`src/rtl/alu_pkg.sv`:
```
// rtl/alu_pkg.sv - shared ALU function codes, I-type opcodes and issue payload types
package alu_pkg;

  // ALU function codes (identical to the R-type funct field)
  localparam logic [5:0] ALU_NOP = 6'h00;
  localparam logic [5:0] ALU_ADD = 6'h20;
  localparam logic [5:0] ALU_SUB = 6'h22;
  localparam logic [5:0] ALU_AND = 6'h24;
  localparam logic [5:0] ALU_OR  = 6'h25;
  localparam logic [5:0] ALU_XOR = 6'h26;
  localparam logic [5:0] ALU_SLT = 6'h2a;

  // Primary opcodes
  localparam logic [5:0] OP_RTYPE = 6'h00;
  localparam logic [5:0] OP_ADDI  = 6'h08;
  localparam logic [5:0] OP_SLTI  = 6'h0a;
  localparam logic [5:0] OP_ANDI  = 6'h0c;
  localparam logic [5:0] OP_ORI   = 6'h0d;
  localparam logic [5:0] OP_XORI  = 6'h0e;

  // How operand B is formed: rt operand, or the immediate sign/zero extended
  typedef enum logic [1:0] {
    IMM_NONE = 2'd0,
    IMM_SEXT = 2'd1,
    IMM_ZEXT = 2'd2
  } imm_mode_e;

  // One issued operation as held in the output and skid registers
  typedef struct packed {
    logic [31:0] a;
    logic [31:0] b;
    logic [5:0]  alu_ops;
    logic [4:0]  dest_reg;
    logic        dest_we;
    logic        illegal;
  } issue_pkt_t;

  function automatic logic [31:0] ext_imm(input logic [15:0] imm, input imm_mode_e mode);
    if (mode == IMM_SEXT) return {{16{imm[15]}}, imm};
    return {16'h0000, imm};
  endfunction

endpackage

```
`src/rtl/alu_issue_decode.sv`:
```
// rtl/alu_issue_decode.sv - combinational instruction decode for the ALU issue stage
module alu_issue_decode
  import alu_pkg::*;
(
  input  logic [31:0] instr_i,
  output logic [5:0]  alu_ops_o,
  output imm_mode_e   imm_mode_o,
  output logic [4:0]  dest_reg_o,
  output logic        dest_we_o,
  output logic        illegal_o
);

  logic [5:0] opcode;
  logic [5:0] funct;
  logic [4:0] rt_idx;
  logic [4:0] rd_idx;
  logic       unused_shamt;

  assign opcode       = instr_i[31:26];
  assign rt_idx       = instr_i[20:16];
  assign rd_idx       = instr_i[15:11];
  assign funct        = instr_i[5:0];
  assign unused_shamt = ^{instr_i[25:21], instr_i[10:6]};

  // Map opcode/funct to function code, B source and destination; anything else is illegal
  always_comb begin
    alu_ops_o  = ALU_NOP;
    imm_mode_o = IMM_NONE;
    dest_reg_o = 5'd0;
    illegal_o  = 1'b0;
    unique case (opcode)
      OP_RTYPE: begin
        dest_reg_o = rd_idx;
        case (funct)
          ALU_ADD, ALU_SUB, ALU_AND, ALU_OR, ALU_XOR, ALU_SLT: alu_ops_o = funct;
          default: begin
            illegal_o  = 1'b1;
            dest_reg_o = 5'd0;
          end
        endcase
      end
      OP_ADDI: begin alu_ops_o = ALU_ADD; imm_mode_o = IMM_SEXT; dest_reg_o = rt_idx; end
      OP_SLTI: begin alu_ops_o = ALU_SLT; imm_mode_o = IMM_SEXT; dest_reg_o = rt_idx; end
      OP_ANDI: begin alu_ops_o = ALU_AND; imm_mode_o = IMM_ZEXT; dest_reg_o = rt_idx; end
      OP_ORI:  begin alu_ops_o = ALU_OR;  imm_mode_o = IMM_ZEXT; dest_reg_o = rt_idx; end
      OP_XORI: begin alu_ops_o = ALU_XOR; imm_mode_o = IMM_ZEXT; dest_reg_o = rt_idx; end
      default: illegal_o = 1'b1;
    endcase
    // Writes to $0 are architecturally discarded, so never request them
    dest_we_o = !illegal_o && (dest_reg_o != 5'd0);
  end

endmodule

```
`src/rtl/alu_issue.sv`:
```
// rtl/alu_issue.sv - registered ALU operand-issue stage with forwarding (ALU_ISSUE_FWD_EN) and skid buffer
module alu_issue
  import alu_pkg::*;
(
  input  logic        clk,
  input  logic        rst_n,
  input  logic        flush,
  input  logic        in_valid,
  output logic        in_ready,
  input  logic [31:0] instr,
  input  logic [31:0] rs_data,
  input  logic [31:0] rt_data,
  input  logic        ex_we,
  input  logic [4:0]  ex_wreg,
  input  logic [31:0] ex_wdata,
  input  logic        mem_we,
  input  logic [4:0]  mem_wreg,
  input  logic [31:0] mem_wdata,
  output logic        out_valid,
  input  logic        out_ready,
  output logic [31:0] A,
  output logic [31:0] B,
  output logic        Cin,
  output logic [5:0]  alu_ops,
  output logic [4:0]  dest_reg,
  output logic        dest_we,
  output logic        illegal
);

  logic [5:0]  dec_alu_ops;
  imm_mode_e   dec_imm_mode;
  logic [4:0]  dec_dest_reg;
  logic        dec_dest_we;
  logic        dec_illegal;

  logic [4:0]  rs_idx;
  logic [4:0]  rt_idx;
  logic [31:0] rs_val;
  logic [31:0] rt_val;
  issue_pkt_t  new_pkt;

  issue_pkt_t  out_q, out_d;
  issue_pkt_t  skid_q, skid_d;
  logic        out_valid_q, out_valid_d;
  logic        skid_valid_q, skid_valid_d;
  logic        accept;

  alu_issue_decode u_decode (
    .instr_i    (instr),
    .alu_ops_o  (dec_alu_ops),
    .imm_mode_o (dec_imm_mode),
    .dest_reg_o (dec_dest_reg),
    .dest_we_o  (dec_dest_we),
    .illegal_o  (dec_illegal)
  );

  assign rs_idx = instr[25:21];
  assign rt_idx = instr[20:16];

`ifdef ALU_ISSUE_FWD_EN
  // Newest producer wins: execute result, then memory result, then register file
  function automatic logic [31:0] resolve(input logic [4:0] idx, input logic [31:0] rf,
                                          input logic ew, input logic [4:0] er, input logic [31:0] ed,
                                          input logic mw, input logic [4:0] mr, input logic [31:0] md);
    if (idx == 5'd0) return 32'd0;
    if (ew && (er == idx)) return ed;
    if (mw && (mr == idx)) return md;
    return rf;
  endfunction

  assign rs_val = resolve(rs_idx, rs_data, ex_we, ex_wreg, ex_wdata, mem_we, mem_wreg, mem_wdata);
  assign rt_val = resolve(rt_idx, rt_data, ex_we, ex_wreg, ex_wdata, mem_we, mem_wreg, mem_wdata);
`else
  logic unused_fwd;
  assign unused_fwd = ^{ex_we, ex_wreg, ex_wdata, mem_we, mem_wreg, mem_wdata};
  assign rs_val = (rs_idx == 5'd0) ? 32'd0 : rs_data;
  assign rt_val = (rt_idx == 5'd0) ? 32'd0 : rt_data;
`endif

  // Assemble the payload captured on accept
  always_comb begin
    new_pkt          = '0;
    new_pkt.a        = rs_val;
    new_pkt.b        = (dec_imm_mode == IMM_NONE) ? rt_val : ext_imm(instr[15:0], dec_imm_mode);
    new_pkt.alu_ops  = dec_alu_ops;
    new_pkt.dest_reg = dec_dest_reg;
    new_pkt.dest_we  = dec_dest_we;
    new_pkt.illegal  = dec_illegal;
  end

  // in_ready is the inverted skid-valid flop, so it never depends on out_ready combinationally
  assign accept = in_valid && !skid_valid_q;

  // Skid-buffer next state: flush dominates, skid drains before new input, hold keeps payload
  always_comb begin
    out_d        = out_q;
    skid_d       = skid_q;
    out_valid_d  = out_valid_q;
    skid_valid_d = skid_valid_q;
    if (flush) begin
      out_valid_d  = 1'b0;
      skid_valid_d = 1'b0;
    end else if (!out_valid_q || out_ready) begin
      if (skid_valid_q) begin
        out_d        = skid_q;
        out_valid_d  = 1'b1;
        skid_valid_d = 1'b0;
      end else if (accept) begin
        out_d       = new_pkt;
        out_valid_d = 1'b1;
      end else begin
        out_valid_d = 1'b0;
      end
    end else if (accept) begin
      skid_d       = new_pkt;
      skid_valid_d = 1'b1;
    end
  end

  // Output and skid registers, cleared asynchronously on reset
  always_ff @(posedge clk or negedge rst_n) begin
    if (!rst_n) begin
      out_q        <= '0;
      skid_q       <= '0;
      out_valid_q  <= 1'b0;
      skid_valid_q <= 1'b0;
    end else begin
      out_q        <= out_d;
      skid_q       <= skid_d;
      out_valid_q  <= out_valid_d;
      skid_valid_q <= skid_valid_d;
    end
  end

  assign in_ready  = !skid_valid_q;
  assign out_valid = out_valid_q;
  assign A         = out_q.a;
  assign B         = out_q.b;
  assign Cin       = 1'b0;
  assign alu_ops   = out_q.alu_ops;
  assign dest_reg  = out_q.dest_reg;
  assign dest_we   = out_q.dest_we;
  assign illegal   = out_q.illegal;

endmodule

```
`config.mk`:
```
export PLATFORM = sky130hd
export DESIGN_NAME = alu_issue
export DESIGN_NICKNAME = d
export VERILOG_FILES = /design/src/rtl/alu_pkg.sv /design/src/rtl/alu_issue_decode.sv /design/src/rtl/alu_issue.sv
export SDC_FILE = /design/constraint.sdc
export NUM_CORES = 1
export LEC_CHECK = 0
export ABC_AREA = 1
export CORE_MARGIN = 2
export CORE_UTILIZATION = 43
export CTS_CLUSTER_DIAMETER = 200
export DETAILED_ROUTE_END_ITERATION = 10
export PLACE_DENSITY = 0.78
export SLEW_MARGIN = 20
export SYNTH_ARGS = -nofsm -noshare
export SYNTH_HDL_FRONTEND = slang
export SYNTH_HIERARCHICAL = 1
export SYNTH_SLANG_ARGS = --single-unit
export TNS_END_PERCENT = 100
```
`constraint.sdc`:
```
create_clock -name clk -period 1.2 [get_ports clk]
set_input_delay 0.18 -clock clk [delete_from_list [all_inputs] [get_ports clk]]
set_output_delay 0.18 -clock clk [all_outputs]
set_load 0.005 [all_outputs]
```
======== Yosys cells after proc, flatten, opt, wreduce, memory -nomap -nowiden ========
Cells that the tools add are included.
operators by class
  eq/ne operators ......................... 12
  multiplexer cells ....................... 22
  bitwise gates (word level) .............. 2
  reduce and logical (&&, ||, !) cells .... 20
operators with widths
  kind                                                                    count
  32-bit two-way mux                                                      5
  77-bit two-way mux                                                      2
  6-bit equality test (second input constant)                             6
  6-bit case mux with 6 select lines                                      1
  6-bit by 4-bit equality test with 1-bit output (second input constant)  5
  5-bit zero test                                                         2
  5-bit case mux with 2 select lines                                      1
  1-bit two-way mux                                                       9
  6-bit zero test                                                         1
  6-bit two-way mux                                                       1
  3-bit AND reduction                                                     2
  6-bit OR reduction                                                      1
  5-bit two-way mux                                                       1
  5-bit nonzero test                                                      1
  5-bit OR reduction                                                      1
  2-bit case mux with 2 select lines                                      1
  2-bit nonzero test                                                      2
  1-bit zero test                                                         3
  3-bit nonzero test                                                      1
  3-bit OR reduction                                                      1
  2-bit by 1-bit equality test with 1-bit output (second input constant)  1
  1-bit logical AND                                                       2
  2-bit zero test                                                         1
  1-bit inverter                                                          2
  3 further kinds                                                         3
word-level totals
  register bits ........................... 156
  input port bits ......................... 177
  output and inout bits ................... 80

======== Depth between registers and ports, before layout ========
  word-level depth ........................ 9
  mapped depth ............................ 14

======== By module ========
The synthesis kept the hierarchy.
by module, submodules not included
  module            instances  cells each  area an instance (µm²)  sequential area each (µm²)
  alu_issue         1          1042        7766.2                  3903.7
  alu_issue_decode  1          68          379.1                   0.0

======== Worst setup path after synthesis ========
No wires, ideal clock.
  path type ............................... input port to flip-flop
  start ................................... input instr[30]
  end ..................................... register out_q, in the netlist B[27]
  library setup time ...................... 0.116 ns
  arrival time ............................ 1.188 ns
  data required time ...................... 1.084 ns
  path slack .............................. -0.105 ns
  stages on the path ...................... 14
  path buffers ............................ 2
  cell sequence ........................... inv_1 > nand2_2 > nor2_2 > nand2_2 > inv_1 > inv_1 > nand2_1 > buf_4 > buf_6 > nor2_1 > nand2_1 > nand3_1 > nand2_1 > nand2_1
between the ends
  word-level cells in the longest chain between the ends .. 9
  elaborated cells on any way between the ends .. 15
ends and longest elaborated chain
  item                                                                       RTL line                text
  start: declaration                                                         alu_issue.sv:10         input logic [31:0] instr,
  6-bit by 4-bit equality test with 1-bit output                             alu_issue_decode.sv:31  unique case (opcode)
  3-bit OR reduction (no line) / 2-bit OR reduction (equally long branches)  -
  2-bit case mux with 2 select lines (*)                                     alu_issue_decode.sv:31
  net dec_imm_mode[1]                                                        alu_issue.sv:31         imm_mode_e dec_imm_mode;
  2-bit by 1-bit equality test with 1-bit output                             alu_pkg.sv:39           if (mode == IMM_SEXT) return {{16{imm[15]}}, imm};
  1-bit two-way mux                                                          alu_pkg.sv:39
  32-bit two-way mux                                                         alu_pkg.sv:40           return {16'h0000, imm};
  32-bit two-way mux (*)                                                     alu_issue.sv:84         new_pkt.b = (dec_imm_mode == IMM_NONE) ? rt_val : ext_imm(instr[15:0], dec_imm_mode);
  77-bit two-way mux (*)                                                     alu_issue.sv:108        end else if (accept) begin
  77-bit two-way mux (*)                                                     alu_issue.sv:104        if (skid_valid_q) begin
  end signal: assignment                                                     alu_issue.sv:128        out_q <= out_d;
  end: declaration                                                           alu_issue.sv:42         issue_pkt_t out_q, out_d;
The timed path passes the listed nets; every way through them passes the cells marked *. The select of a mux whose other input is x is not followed.
A chain may end at the register's enable or synchronous reset.

======== Worst setup path in the final report ========
  start ................................... register skid_valid_q
  end ..................................... register out_q, in the netlist A[1]
between the ends
  word-level cells in the longest chain between the ends .. 4
  elaborated cells on any way between the ends .. 5
ends and longest elaborated chain
  item                           RTL line          text
  start: declaration             alu_issue.sv:45   logic skid_valid_q, skid_valid_d;
  start signal: assignment       alu_issue.sv:131  skid_valid_q <= skid_valid_d;
  1-bit zero test                alu_issue.sv:92   assign accept = in_valid && !skid_valid_q;
  1-bit logical AND              alu_issue.sv:92
  2-bit nonzero test (no line)   -
  3-bit AND reduction (no line)  -
Several ways; a longest one is shown, not always the timed one.

==> results.json <==
{
  "fin_skew_ps": 7.50,
  "ant_nets": 0,
  "period_share_pct": 122,
  "timing.final.crit_period_ps": 1470,
  "seqPwrFrac_pct": 43.3,
  "outcome": "finished with violations",
  "seq_area_frac_synth_pct": 47.9,
  "total_power_mw": 16.2,
  "arrival_ps": 1770,
  "dieArea_um2": 20100,
  "grt_pass1_vias": 7540,
  "antenna_found_initial": 0,
  "violations": "setup timing",
  "finalCoreUtilization_pct": 66.6,
  "numPortBuffers": 179,
  "dp_hpwl_mm": 14.1,
  "syn_inst": 1110,
  "setup_viol": 156,
  "fin_area_um2": 12400,
  "p_clk_share_pct": 34.0,
  "hold_violations": 0,
  "core_um2": 18600,
  "clock_latency_ps": 420,
  "cts_tree": "yes",
  "peakVddDrop_mv": 0.962,
  "cts_inserted_buffers": 17,
  "largest_reg_flops": 77,
  "crit_start": "skid_valid_q",
  "place_area_um2": 10500,
  "yosys_register_bits": 156,
  "p_leak_nw": 6.87,
  "synth_nets": 1287,
  "hp-class": "in2async",
  "htreeDepth": 4,
  "crit_required_ps": 1500,
  "wl_per_cell_um": 16.6,
  "switching_share_pct": 30.3,
  "n_antenna_cell": 0,
  "cts.reportedPaths.clkPinSlew_ps": 70,
  "p_int_mw": 11.3,
  "syn_area_per_cell_um2": 7.34,
  "cp-end-kind": "register",
  "cts_buffer_depth": 2,
  "fmax_ghz": 0.681,
  "yosys_warnings": 6,
  "syn_area_um2": 8150,
  "p_comb_share_pct": 22.7,
  "rr_startpoint": "skid_valid_q",
  "die-height_um": 142,
  "largest_register": "skid_q",
  "maxCapViolCount": 0,
  "layout_common_cells": "403 x nand2_1, 156 x dfrtp_1, 133 x nor2_1, 90 x clkdlybuf4s50_1, 81 x nand2_2",
  "fin_nets": 1543,
  "cp_max_fo": 7,
  "fin_ws_ps": -269,
  "rsz0062_at_grt": "yes",
  "grt_overflow_total": 0,
  "place.gp.congestion": 0.897,
  "drc": 0,
  "fin_hold_ws_ps": 193,
  "io_pins": 257,
  "clock-sinks": 156,
  "drive_gt1_share_pct": 32.3,
  "path_class": "reg2reg",
  "synthDistinctLibCells": 30,
  "area_growth_pct": 52.5,
  "p_switching_mw": 4.92,
  "rows": 50,
  "start_util_pct": 43.7,
  "drt_iter0_drc": 604,
  "routed_wl_mm": 26.8,
  "grt_max_degree": 73,
  "critPathLaunchType": "register",
  "grt_usage_pct": 23.7,
  "root_buffer": "clkbuf_16",
  "firstDrtPassIters": 5,
  "vias": 8201,
  "viasPerCell": 5.08,
  "fp.dieW_um": 142,
  "layout_commonest_cell": "nand2_1",
  "grt_first_pass_wirelength_mm": 37.8,
  "power_density_nw_per_um2": 1310,
  "slew_viol_final": 0
}
[area by class of cell]
class                   count  area, um^2
fillers                  1475        6220
multi-input cells         819        4150
flip-flops and latches    156        3900
repair buffers            301        3170
clock buffers              18         439
inverters                  71         314
well taps                 234         293
clock inverters            14         158
[worst max-delay path, cell delays in order (launching register included)]
cell and delay (ps):
dfrtp_1 410, buf_6 120, nor2_4 40, nor2_4 160, nand2_8 160, buf_12 180
buf_16 140, nand2_2 50, nand2_1 70
[stage by stage]
step	std cells	TNS, ps	setup WS, ps
4_1_cts	1587	-25250	-216
5_1_grt	1613	-38440	-315
3_5_place_dp	1516	-81830	-737
6_report	1613	-30550	-269
3_3_place_gp	1516	-75230	-690
2_1_floorplan	1110	-64.1	-29.9
[kinds of logic (layout without fill, tap and decap cells)]
| family | count (synthesis) | in the layout | synth area share [%] |
|---|---|---|---|
| buf+inv | 136 | 404 | 8.86 |
| flops | 156 | 156 | 47.9 |
| compound gates | 64 | 64 | 4.82 |
| simple gates | 752 | 753 | 38.3 |
| other cells | 2 | 2 | 0.0922 |
[layer usage]
layer	vias to the layer above	GRT usage, %	part of all wire (%)
met1	3891	31.0	40
met2	350	40.0	52
met4	0	7.00	2.0
met3	48	4.79	6.3
met5	-	0	0
li1	3912	-	-
[power by group through the flow]
stage	clock network, mW	logic [mW]	registers (mW)
finish	5.52	3.68	7.02
global route	5.85	4.06	7.12
CTS	5.59	3.16	6.80
detailed placement	0	3.20	6.88
global placement	0	3.10	6.86
floorplan	0	1.45	6.81
[synth_stat cells (all sizes together)]
library cell  count  area [um^2]
inv              71          274
dfrtp           156         3900
o211ai           13          123
nand4             2         25.0
nor3              1         5.00
a21oi             2         13.8
o21ai            49          257
nor2            150          601
buf              55          410
or2              15         93.8
nand3            58          380
conb              2         7.51
nand2           526         2010
clkbuf           10         37.5
[final timing paths]
kind                              end  slack (ps)  cells after the start
min reg2reg                      A[2]         480                      2
max                              A[1]        -270                      8
min in group clk           skid_q[14]         220                      5
max reg2reg                      A[1]        -270                      8
min                             A[23]         190                      2
max in group asynchronous       B[21]         440                      3
[what timing repair did]
item,CTS,global route
pin swaps,6,51
hold buffers,1,0
endpoints found under the hold margin,156,0
resized for setup,369,198
cloned,10,20
setup endpoints to repair,234,165
setup buffers,28,7
No activity file was read; power rests on OpenSTA's default activity.
